--- src/rtl/fwd_pkg.sv ---
// Shared definitions for the operand-forwarding block: default widths and
// the per-operand select code reported by each forwarding mux.
package fwd_pkg;

  localparam int unsigned DATA_W_DEF = 32;
  localparam int unsigned REG_W_DEF  = 4;

  // Which source supplied an operand; 2'b11 is never produced.
  typedef enum logic [1:0] {
    FWD_REG = 2'b00,
    FWD_FR1 = 2'b01,
    FWD_FR2 = 2'b10
  } fwd_sel_e;

endpackage

--- src/rtl/fwd_operand_mux.sv ---
// Single-operand forwarding mux. Picks the most recent in-flight result whose
// destination matches the source index, writer 2 first, else the register value.
// Ports:
//   suppress     - disable forwarding for this operand (branch / immediate)
//   srcIdx       - source register index of the operand
//   rdest1/2     - destination indices of writers 1 and 2
//   regw1/2      - write enables of writers 1 and 2
//   regValue     - register-file value (fallback)
//   result1/2    - result values of writers 1 and 2
//   fwdValue_c   - forwarded operand (combinational)
//   fwdSel_c     - select code (combinational)
module fwd_operand_mux
  import fwd_pkg::*;
#(
  parameter int unsigned DATA_W = DATA_W_DEF,
  parameter int unsigned REG_W  = REG_W_DEF
) (
  input  logic              suppress,
  input  logic [REG_W-1:0]  srcIdx,
  input  logic [REG_W-1:0]  rdest1,
  input  logic [REG_W-1:0]  rdest2,
  input  logic              regw1,
  input  logic              regw2,
  input  logic [DATA_W-1:0] regValue,
  input  logic [DATA_W-1:0] result1,
  input  logic [DATA_W-1:0] result2,
  output logic [DATA_W-1:0] fwdValue_c,
  output fwd_sel_e          fwdSel_c
);

  logic hit1;
  logic hit2;

  // Full-width index compare; index 0 is not special.
  assign hit1 = !suppress && regw1 && (srcIdx == rdest1);
  assign hit2 = !suppress && regw2 && (srcIdx == rdest2);

  // Writer 2 is younger, so it wins when both match.
  always_comb begin
    fwdValue_c = regValue;
    fwdSel_c   = FWD_REG;
    if (hit2) begin
      fwdValue_c = result2;
      fwdSel_c   = FWD_FR2;
    end else if (hit1) begin
      fwdValue_c = result1;
      fwdSel_c   = FWD_FR1;
    end
  end

endmodule

--- src/rtl/forwarding_unit.sv ---
// Execute-stage operand forwarding. AOUT/BOUT are combinational; the select
// codes are additionally registered for hazard/debug observation.
// Ports:
//   clk, rst          - clock and async active-high reset (select registers only)
//   branchBoolean     - suppresses forwarding on operand A
//   immediateBoolean  - suppresses forwarding on operand B
//   regwBoolean(2)    - write enables of writers 1 and 2
//   R1, R2            - source indices of operands A and B
//   Rdest, Rdest2     - destination indices of writers 1 and 2
//   A, B              - register-file operand values
//   FinalResult(2)    - result values of writers 1 and 2
//   AOUT, BOUT        - forwarded operands
//   asel_q, bsel_q    - select codes delayed by one clock
module forwarding_unit
  import fwd_pkg::*;
#(
  parameter int unsigned DATA_W = DATA_W_DEF,
  parameter int unsigned REG_W  = REG_W_DEF
) (
  input  logic              clk,
  input  logic              rst,
  input  logic              branchBoolean,
  input  logic              immediateBoolean,
  input  logic              regwBoolean,
  input  logic              regwBoolean2,
  input  logic [REG_W-1:0]  R1,
  input  logic [REG_W-1:0]  R2,
  input  logic [REG_W-1:0]  Rdest,
  input  logic [REG_W-1:0]  Rdest2,
  input  logic [DATA_W-1:0] A,
  input  logic [DATA_W-1:0] B,
  input  logic [DATA_W-1:0] FinalResult,
  input  logic [DATA_W-1:0] FinalResult2,
  output logic [DATA_W-1:0] AOUT,
  output logic [DATA_W-1:0] BOUT,
  output logic [1:0]        asel_q,
  output logic [1:0]        bsel_q
);

  fwd_sel_e aSel;
  fwd_sel_e bSel;

  fwd_operand_mux #(.DATA_W(DATA_W), .REG_W(REG_W)) aMux (
    .suppress   (branchBoolean),
    .srcIdx     (R1),
    .rdest1     (Rdest),
    .rdest2     (Rdest2),
    .regw1      (regwBoolean),
    .regw2      (regwBoolean2),
    .regValue   (A),
    .result1    (FinalResult),
    .result2    (FinalResult2),
    .fwdValue_c (AOUT),
    .fwdSel_c   (aSel)
  );

  fwd_operand_mux #(.DATA_W(DATA_W), .REG_W(REG_W)) bMux (
    .suppress   (immediateBoolean),
    .srcIdx     (R2),
    .rdest1     (Rdest),
    .rdest2     (Rdest2),
    .regw1      (regwBoolean),
    .regw2      (regwBoolean2),
    .regValue   (B),
    .result1    (FinalResult),
    .result2    (FinalResult2),
    .fwdValue_c (BOUT),
    .fwdSel_c   (bSel)
  );

  // Select-code capture; reset clears immediately, independent of clk.
  always_ff @(posedge clk or posedge rst) begin
    if (rst) begin
      asel_q <= 2'b00;
      bsel_q <= 2'b00;
    end else begin
      asel_q <= 2'(aSel);
      bsel_q <= 2'(bSel);
    end
  end

endmodule

--- config.mk ---
export PLATFORM = sky130hd
export DESIGN_NAME = forwarding_unit
export DESIGN_NICKNAME = d
export VERILOG_FILES = /design/src/rtl/fwd_pkg.sv /design/src/rtl/fwd_operand_mux.sv /design/src/rtl/forwarding_unit.sv
export SDC_FILE = /design/constraint.sdc
export NUM_CORES = 1
export LEC_CHECK = 0
export ABC_AREA = 1
export BUFFER_PORTS_ARGS = -buffer_cell sky130_fd_sc_hd__buf_2
export CAP_MARGIN = 20
export CORE_MARGIN = 4
export CORE_UTILIZATION = 35
export CTS_CLUSTER_DIAMETER = 60
export DETAILED_ROUTE_END_ITERATION = 16
export GPL_ROUTABILITY_DRIVEN = 0
export MAX_ROUTING_LAYER = met4
export PLACE_DENSITY = 0.76
export SKIP_CTS_REPAIR_TIMING = 1
export SYNTH_ARGS = -nofsm -noshare
export SYNTH_HDL_FRONTEND = slang
export SYNTH_SLANG_ARGS = --single-unit
--- constraint.sdc ---
create_clock -name clk -period 1.2 [get_ports clk]
set_input_delay 0.12 -clock clk [delete_from_list [all_inputs] [get_ports clk]]
set_output_delay 0.12 -clock clk [all_outputs]
set_load 0.01 [all_outputs]
* After elaboration in Yosys (flattened, before gate mapping)
Cells that the tools add are included.
Word-level totals: output and inout port bits 68, logic and storage cells 24, bits in registers 4
Operators by class: reduce and logical (&&, ||, !) cells 10, eq/ne operators 4, muxes and demuxes 8
Operators with widths (count):
- two-way mux 32 bit | 4
- equality test 4 bit | 4
- logical AND 1 bit | 8
- two-way mux 2 bit | 2
- logical NOT 1 bit | 2
- two-way mux 1 bit | 2

* Logic depth before layout (Yosys ltp)
Gate-level depths: netlist of the first run.
depth in word-level cells 5, gate-level depth with buffers 9, depth with buffers taken out 8

* Modules after synthesis
A second synthesis of the first run with hierarchy kept.
Second synthesis, totals: cell total of the unflattened synthesis 567, area total of the unflattened synthesis 2631.3 um2
Modules (own cells, without submodules):
- fwd_operand_mux | seq. area each 0.0 um2, cells an instance 281, area an instance 1263.7 um2, instances 2
- forwarding_unit | seq. area each 100.1 um2, cells an instance 5, area an instance 103.8 um2, instances 1

* Least setup slack after synthesis of the first run
No wires, ideal clock.
kind input -> output, from in Rdest[3], to out AOUT[22], setup slack 0.125 ns, cell stages on the path 9, path buffers 1, arrival time 0.955 ns, path through inv_1 > nand2_1 > nand2_1 > nor2_2 > nand3_2 > buf_2 > nand2_1 > nand3_1 > nand2_1
Between the ends: cells in the longest elaborated chain, start to end 4
RTL lines:
- from (decl) | line forwarding_unit.sv:28 | input logic [REG_W-1:0] Rdest,
- equality test 4 bit | line fwd_operand_mux.sv:35 | assign hit1 = !suppress && regw1 && (srcIdx == rdest1);
- logical AND 1 bit | line fwd_operand_mux.sv:35
- two-way mux 32 bit | line fwd_operand_mux.sv:45 | end else if (hit1) begin
- two-way mux 32 bit | line fwd_operand_mux.sv:42 | if (hit2) begin
- to (decl) | line forwarding_unit.sv:34 | output logic [DATA_W-1:0] AOUT,
Every way passes these cells.

* Final worst setup path of the first run
from in branchBoolean, to out AOUT[2]
Between the ends: cells in the longest elaborated chain, start to end 5, elaborated cells on any way between the ends 7, classes of those cells mux: 2; reduce/logical: 5
RTL lines:
- from (decl) | line forwarding_unit.sv:22 | input logic branchBoolean,
- logical NOT 1 bit * | line fwd_operand_mux.sv:35, fwd_operand_mux.sv:36
- logical AND 1 bit (2 in series) | line fwd_operand_mux.sv:35
- two-way mux 32 bit | line fwd_operand_mux.sv:45
- two-way mux 32 bit * | line fwd_operand_mux.sv:42
Mark *: on every way between the ends. The rest lies on a longest branch, timed or not.

==> results of run 1 <==
-- final cells by class --
cell class                 count  area, µm²  area share, %
multi-input combinational    375       2391          48.37
tap                           80      100.1          2.025
timing repair buffer         256       1857          37.56
inverter                     115      454.2          9.188
clock buffer                   3      41.29         0.8352
sequential                     4      100.1          2.025
-- power groups by stage --
stage | clock, mW | sequential (mW) | combinational (mW)
floorplan | 0 | 0.142 | 0.615
global placement | 0 | 0.140 | 1.18
detailed placement | 0 | 0.140 | 1.20
CTS | 0.294 | 0.139 | 1.21
global route | 0.309 | 0.139 | 1.77
finish | 0.291 | 0.139 | 1.65
-- kinds of logic (layout without fill, tap and decap cells) --
logic type | after synthesis | count (layout) | synth area share [%]
flops | 4 | 4 | 4.128
simple gates | 370 | 370 | 69.04
buf+inv | 151 | 374 | 25.23
compound gates | 3 | 3 | 0.8772
xor+xnor | 2 | 2 | 0.7225
-- layer usage --
| metal | vias to the layer above | track usage [%] | share of wire, % | routed length (µm) |
|---|---|---|---|---|
| met5 | - | - | 0 | 0 |
| met3 | 62 | 2.983 | 9.3 | 1289 |
| met2 | 339 | 46.90 | 50 | 6888 |
| met1 | 2001 | 29.48 | 37 | 5038 |
| li1 | 2100 | - | - | - |
| met4 | 0 | 6.658 | 4.2 | 582 |
-- through the flow --
step	std cells	setup WS, ps	instance area, µm²	total power, mW	hold WS [ps]
floorplan	530	124.6	2425	0.7564	-113.9
global placement	813	-219.6	3729	1.324	-4.967
detailed placement	813	-238.0	3729	1.345	3.617
CTS	816	-238.6	3770	1.643	-225.5
global route	833	-282.1	4943	2.219	357.0
finish	833	-213.2	4943	2.078	345.6
-- worst max path at each step --
stage	to	slack, ps	cells after the start	start
2_1_floorplan	AOUT[22]	120	9	Rdest[3]
3_3_place_gp	AOUT[31]	-220	9	R1[3]
3_5_place_dp	AOUT[31]	-240	9	R1[3]
4_1_cts	AOUT[31]	-240	9	R1[3]
5_1_grt	AOUT[25]	-280	11	R1[0]
6_report	AOUT[2]	-210	10	branchBoolean
-- state kept, by name, indices dropped and copies added (netlist names) --
signal,cells
asel_q,2
bsel_q,2
-- Yosys cell counts (all sizes together) --
| master | count |
|---|---|
| nand4 | 64 |
| o22ai | 2 |
| xor2 | 2 |
| a21oi | 1 |
| inv | 114 |
| nand3 | 70 |
| clkinv | 1 |
| dfrtp | 4 |
| nand2 | 222 |
| nor2 | 14 |
| buf | 36 |
-- worst max-delay path, cell delays in order --
cell and delay, ps:
buf_6 100, inv_4 50, nand2_4 40, a21oi_4 200
nand3_4 210, clkbuf_16 240, nand2_4 70, nand3_2 60
nand2_1 70, buf_2 120
==> metrics.yaml, run 1 <==
run_status:
  status: "finished, violations left"
  violations: "setup timing"
floorplan:
  start_util_pct: 35.89
  dieArea_mm2: 0.008324
  core_area_mm2: 0.006756
  die_w_um: 91.24
  pin_count: 218
  row_count: 30
  die_height_um: 91.24
worst_hold_path:
  hold_class: "primary input to asynchronous set/reset pin"
routing:
  vias: 4502
  wirelength_mm: 13.80
  ant_nets: 0
  initialDrtViolationCount: 422
  drt-vias-per-instance: 5.405
  drc: 0
  dr.pass1.iters: 5
  wl_per_cell_um: 16.57
cts:
  clk_pin_slew_worst_paths_ps: 30
  cts_sinks: 4
  cts_made_buffers: 3
  cts_root_buffer: "clkbuf_8"
  clock_path_buffers: 2
  cts.htree.levels: 1
  cts_tree: "yes"
power:
  power_frac_comb_pct: 79.3
  p_seq_share_pct: 6.7
  peakVddDrop_mv: 0.3225
  clockPowerShare_pct: 14.0
  p_per_area_mw_per_mm2: 420.2
  leakage_nw: 3.060
  power.switching_mw: 0.9695
  p_sw_share_pct: 46.67
  p_int_mw: 1.108
yosys:
  synth.distinct_cells: 15
  synthCells: 530
  synth_area_mm2: 0.002425
  synth_seq_area_share_pct: 4.128
  synth_nets: 680
  ys_warn_count: 0
  yosysTopAreaCell: "nand2_1"
  synth_top_area_share_pct: 34.37
  synth_area_leaders: "nand2_1, inv_1, nand4_1, nand3_1, buf_2"
  synth-seq-cells: 4
  syn_area_per_cell_um2: 4.575
layout:
  drive_above_1_share_pct: 53.78
  synthToLayoutAreaGrowth_pct: 103.9
  n_antenna_cell: 0
  layout_common_cells: "buf_2, nand2_1, inv_1, nand4_1, nand3_2"
  nFillCells: 542
  final_common_cell: "buf_2"
  utilization_pct: 73.17
  fin_nets: 905
global_routing:
  antenna_found_initial: 0
  grt_max_degree: 33
  grt_pass1_vias: 3917
  grt_usage_pct: 25.63
  grt_pass1_wl_mm: 17.76
  grt_overflow_total: 0
sta:
  period_needed_ps: 1413
  setup_viol: 64
  worst_pin_slew_ps: 250.6
  fmax_mhz: 707.6
  finalCritPeriodShare_pct: 117.8
  rsz0062_at_grt: "true"
  hold_viol_final: 0
  worst_slack_ps: -213.2
  slew-limit-headroom_pct: 83.29
  tns_ps: -9156
  drv_slew: 0
worst_setup_path:
  setup.worst_path.start_class: "primary input"
  crit_arrival_ps: 1290
  path_max_fanout: 6
  critPathRequiredTime_ps: 1080
  cp-end-kind: "primary output"
  worstSetupPathType: "primary input to primary output"
placed_design:
  hpwl_mm: 8.870
  io_buffers: 217
run:
  cap_viol_max_count: 0
Power figures use the tool's default switching activity.
==> run 2, diff against run 1 <==
--- a/config.mk
+++ b/config.mk
@@ -15,6 +15,7 @@
 export GPL_ROUTABILITY_DRIVEN = 0
 export MAX_ROUTING_LAYER = met4
 export PLACE_DENSITY = 0.76
+export REMOVE_ABC_BUFFERS = 1
 export SKIP_CTS_REPAIR_TIMING = 1
 export SYNTH_ARGS = -nofsm -noshare
 export SYNTH_HDL_FRONTEND = slang
==> metrics.yaml, run 2 (synthesis gave the netlist of run 1 again) <==
worst_setup_path:
  worst-path-buf-inv: 4  # unchanged
  crit_path_start: "Rdest2[0]"  # was branchBoolean
  crit_slowest_cell: "buf_6"  # was clkbuf_16
  cp_top_family: "simple AND/OR/NAND/NOR gates"  # was buffers and inverters
  path_max_fanout: 16  # was 6
  crit_top_cell: "nand2_1"  # was nand2_4
  cpPeakStageDelay_ps: 250  # was 240 ps
  crit_arrival_ps: 1300  # was 1290 ps
  cp_cell_sequence: "buf_2, inv_1, nand2_1, nand3_1, nor2_1, nand2_1, buf_6, nand3_2, nand2_1, buf_2"  # was buf_6, inv_4, nand2_4, a21oi_4, nand3_4, clkbuf_16, nand2_4, nand3_2, nand2_1, buf_2
  setup.worst_path.start_class: "primary input"  # unchanged
  critPathRequiredTime_ps: 1080  # about the same
  worstSetupPathType: "primary input to primary output"  # unchanged
  cp-end-kind: "primary output"  # unchanged
power:
  p_sw_share_pct: 46.91  # was 46.67%
  leakage_nw: 3.015  # was 3.060 nW
  clockPowerShare_pct: 14.3  # was 14.0%
  p_per_area_mw_per_mm2: 409.7  # was 420.2 mW/mm²
  power.switching_mw: 0.9120  # was 0.9695 mW
  p_int_mw: 1.032  # was 1.108 mW
  power_frac_comb_pct: 78.5  # was 79.3%
  peakVddDrop_mv: 0.2279  # was 0.3225 mV
  power.total_mw: 1.944  # was 2.078 mW
  p_seq_share_pct: 7.1  # was 6.7%
layout:
  n_antenna_cell: 0  # unchanged
  instances_no_fill: 833  # unchanged
  synthToLayoutAreaGrowth_pct: 95.72  # was 103.9%
  reg.largest.list: "asel_q (2), bsel_q (2)"  # unchanged
  drive_above_1_share_pct: 54.45  # was 53.78%
  final_common_cell: "buf_2"  # unchanged
  nFillCells: 554  # was 542
  layout_common_cells: "buf_2, nand2_1, inv_1, nand4_1, nand3_2"  # unchanged
  fin_nets: 905  # unchanged
global_routing:
  grt_max_degree: 19  # was 33
  top_usage_layer: "met2"  # unchanged
  grt_overflow_total: 0  # unchanged
  gr-usage-met1_pct: 27.34  # was 29.48%
  grtUsageMet2_pct: 43.84  # was 46.90%
  antenna_found_initial: 0  # unchanged
  grt_pass1_wl_mm: 16.81  # was 17.76 mm
  use_met3_pct: 3.065  # was 2.983%
  grt_usage_pct: 24.10  # was 25.63%
  grt_pass1_vias: 3872  # was 3917
floorplan:
  pin_count: 218  # unchanged
  start_util_pct: 35.89  # unchanged
  core_area_mm2: 0.006756  # unchanged
  die_w_um: 91.24  # unchanged
  dieArea_mm2: 0.008324  # unchanged
  die_height_um: 91.24  # unchanged
  row_count: 30  # unchanged
run:
  cap_viol_max_count: 0  # unchanged
sta:
  rsz0062_at_grt: "true"  # unchanged
  finalCritPeriodShare_pct: 118.7  # was 117.8%
  period_needed_ps: 1424  # was 1413 ps
  drv_slew: 0  # unchanged
  worst_slack_ps: -223.9  # was -213.2 ps
  setup_viol: 64  # unchanged
  slew-limit-headroom_pct: 85.19  # was 83.29%
  worst_pin_slew_ps: 221.5  # was 250.6 ps
  hold_viol_final: 0  # unchanged
  fmax_mhz: 702.3  # was 707.6 MHz
routing:
  wirelength_mm: 12.82  # was 13.80 mm
  dr.pass1.iters: 5  # unchanged
  drc: 0  # unchanged
  ant_nets: 0  # unchanged
  vias: 4373  # was 4502
  initialDrtViolationCount: 281  # was 422
  drt-vias-per-instance: 5.250  # was 5.405
  wl_per_cell_um: 15.39  # was 16.57 µm
cts:
  cts.htree.levels: 1  # unchanged
  cts_sinks: 4  # unchanged
  clock_path_buffers: 2  # unchanged
  clk_pin_slew_worst_paths_ps: 30  # about the same
  cts_tree: "yes"  # unchanged
  cts_root_buffer: "clkbuf_8"  # unchanged
  cts_made_buffers: 3  # unchanged
run_status:
  violations: "setup timing"  # unchanged
  status: "finished, violations left"  # unchanged
placed_design:
  io_buffers: 217  # unchanged
  place_inst: 815  # was 813
  hpwl_mm: 8.710  # was 8.870 mm
worst_hold_path:
  hold_class: "primary input to asynchronous set/reset pin"  # unchanged
==> run 2: stage by stage <==
| stage | setup slack (ps) | hold WS, ps | area, µm² | TNS, ps | utilization [%] |
|---|---|---|---|---|---|
| floorplan | -779.4 | -113.9 | 2245 | -48100 | - |
| global placement | -154.5 | -4.076 | 3719 | -5992 | 55.04 |
| detailed placement | -187.6 | 5.896 | 3719 | -7818 | 55.04 |
| CTS | -201.4 | -217.7 | 3760 | -8552 | 55.65 |
| global route | -316.8 | 345.9 | 4746 | -16620 | 70.24 |
| finish | -223.9 | 326.3 | 4746 | -11570 | 70.24 |
==> run 2: layout make-up <==
cell class	instances	area, µm²	share of cell area, %
sequential	4	100.1	2.109
timing repair buffer	256	1729	36.44
multi-input combinational	375	2331	49.12
tap	80	100.1	2.109
inverter	115	444.2	9.359
clock buffer	3	41.29	0.8700
==> run 2: worst max path at each step <==
stage | slack (ps) | cells past startpoint | to
after detailed placement | -190 | 11 | AOUT[28]
after floorplan | -780 | 8 | AOUT[0]
final | -220 | 10 | AOUT[18]
after global placement | -150 | 11 | AOUT[28]
after global routing | -320 | 10 | AOUT[18]
after CTS | -200 | 11 | AOUT[28]
==> run 2: power by group through the flow <==
stage,logic [mW],registers [mW],clock network (mW)
global route,1.65,0.139,0.301
floorplan,0.567,0.142,0
finish,1.53,0.139,0.279
CTS,1.20,0.139,0.282
global placement,1.19,0.140,0
detailed placement,1.20,0.140,0
==> run 2: routing by layer <==
layer | part of all wire (%) | vias up
li1 | - | 2097
met1 | 37 | 1960
met2 | 52 | 283
met3 | 9.2 | 33
met4 | 2.2 | 0
met5 | 0 | -
==> run 3, diff against run 2 <==
--- a/config.mk
+++ b/config.mk
@@ -12,9 +12,8 @@
 export CORE_UTILIZATION = 35
 export CTS_CLUSTER_DIAMETER = 60
 export DETAILED_ROUTE_END_ITERATION = 16
-export GPL_ROUTABILITY_DRIVEN = 0
 export MAX_ROUTING_LAYER = met4
-export PLACE_DENSITY = 0.76
+export PLACE_DENSITY = 0.79
 export REMOVE_ABC_BUFFERS = 1
 export SKIP_CTS_REPAIR_TIMING = 1
 export SYNTH_ARGS = -nofsm -noshare
==> constraint.sdc (replaced) <==
create_clock -name clk -period 1.3 [get_ports clk]
set_input_delay 0.13 -clock clk [delete_from_list [all_inputs] [get_ports clk]]
set_output_delay 0.13 -clock clk [all_outputs]
set_load 0.01 [all_outputs]
==> metrics.yaml, run 3 (synthesis gave the netlist of run 1 again) <==
floorplan:
  pin_count: 218  # unchanged
  core_area_mm2: 0.006756  # unchanged
  die_height_um: 91.24  # unchanged
  dieArea_mm2: 0.008324  # unchanged
  row_count: 30  # unchanged
  start_util_pct: 35.89  # unchanged
  die_w_um: 91.24  # unchanged
power:
  p_per_area_mw_per_mm2: 387.3  # was 409.7 mW/mm²
  peakVddDrop_mv: 0.2753  # was 0.2279 mV
  leakage_nw: 2.986  # was 3.015 nW
routing:
  dr.pass1.iters: 6  # was 5
  vias: 4416  # was 4373
  initialDrtViolationCount: 290  # was 281
  ant_nets: 0  # unchanged
  wirelength_mm: 12.79  # was 12.82 mm
  wl_met2_mm: 6.635  # was 6.667 mm
  m1WireLength_mm: 4.614  # was 4.691 mm
  top_layer: "met4"  # unchanged
  wl_per_cell_um: 15.32  # was 15.39 µm
  drt-vias-per-instance: 5.289  # was 5.250
  drc: 0  # unchanged
  met3_length_mm: 1.175  # was 1.177 mm
layout:
  nFillCells: 573  # was 554
  reg.largest.list: "asel_q (2), bsel_q (2)"  # unchanged
  drive_above_1_share_pct: 50.86  # was 54.45%
  fin_nets: 907  # was 905
  finalInstanceArea_mm2: 0.004763  # was 0.004746 mm²
  layout_common_cells: "buf_2, nand2_1, inv_1, nand4_1, nand2_2"  # was buf_2, nand2_1, inv_1, nand4_1, nand3_2
  utilization_pct: 70.50  # was 70.24%
  n_antenna_cell: 0  # unchanged
  final_common_cell: "buf_2"  # unchanged
  synthToLayoutAreaGrowth_pct: 96.44  # was 95.72%
run:
  cap_viol_max_count: 0  # unchanged
placed_design:
  io_buffers: 217  # unchanged
  hpwl_mm: 8.560  # was 8.710 mm
  dpl-instance-area_mm2: 0.003736  # was 0.003719 mm²
  place_ws_ps: -96.66  # was -187.6 ps
  gp_congestion: 0.9209
global_routing:
  grt_pass1_wl_mm: 17.11  # was 16.81 mm
  antenna_found_initial: 0  # unchanged
  grt_usage_pct: 24.55  # was 24.10%
  grt_pass1_vias: 3973  # was 3872
  grt_max_degree: 33  # was 19
  grt_overflow_total: 0  # unchanged
worst_setup_path:
  setup.worst_path.start_class: "primary input"  # unchanged
  cp-end-kind: "primary output"  # unchanged
  path_max_fanout: 8  # was 16
  crit_arrival_ps: 1310  # was 1300 ps
  worstSetupPathType: "primary input to primary output"  # unchanged
  critPathRequiredTime_ps: 1170  # was 1080 ps
cts:
  cts_sinks: 4  # unchanged
  cts_made_buffers: 3  # unchanged
  cts_tree: "yes"  # unchanged
  cts.htree.levels: 1  # unchanged
  clk_pin_slew_worst_paths_ps: 30  # about the same
  cts_root_buffer: "clkbuf_8"  # unchanged
  clock_path_buffers: 2  # unchanged
sta:
  fmax_mhz: 694.8
  hold_viol_final: 0  # unchanged
  finalCritPeriodShare_pct: 110.7
  period_needed_ps: 1439
  finalHoldWorstSlack_ps: 338.4  # was 326.3 ps
  worst_slack_ps: -139.2  # was -223.9 ps
  worst_pin_slew_ps: 231.0  # was 221.5 ps
  rsz0062_at_grt: "true"  # unchanged
  setup_viol: 64  # unchanged
  slew-limit-headroom_pct: 84.56  # was 85.19%
  drv_slew: 0  # unchanged
worst_hold_path:
  hold_class: "primary input to asynchronous set/reset pin"  # unchanged
run_status:
  violations: "setup timing"  # unchanged
  status: "finished, violations left"  # unchanged
[run 3: through the flow]
step	total power [mW]	TNS, ps	cells
6_report	1.845	-4268	835
5_1_grt	1.974	-9596	835
4_1_cts	1.499	-3164	817
3_5_place_dp	1.241	-2930	814
3_3_place_gp	1.225	-1358	814
2_1_floorplan	0.6539	-42620	494
[run 3: worst paths after layout]
kind	start	end	slack (ps)	depth (start not counted)
hold / removal	rst	asel_q[1]	340	3
max in group asynchronous	rst	bsel_q[0]	820	3
min in group clk	R1[0]	asel_q[0]	490	5
setup / recovery	Rdest[2]	AOUT[28]	-140	11
[run 3: area by class of cell]
class	count	area, µm²	share of cell area, %
Inverter	115	449.2	9.430
Multi-Input combinational cell	375	2237	46.97
Clock buffer	3	41.29	0.8668
Tap cell	80	100.1	2.101
Timing Repair Buffer	258	1836	38.53
Sequential cell	4	100.1	2.101
[run 3: layer usage]
| layer | vias to the layer above | GRT usage (%) |
|---|---|---|
| met2 | 286 | 45.06 |
| met3 | 51 | 2.651 |
| met1 | 1972 | 27.44 |
| li1 | 2107 | - |
| met4 | 0 | 8.417 |
| met5 | - | - |
[run 3: critical path: stages]
cell and delay (ps):
buf_6 80, inv_2 40, nand2_2 60, nand2_2 70, nor2_4 210, buf_12 140
clkbuf_16 150, nand4_1 110, nand3_1 110, nand2_1 70, buf_2 140
[run 3: power breakdown]
group	switching, mW	internal [mW]
clock network	0.0589	0.197
registers	0.000475	0.128
logic	0.787	0.674
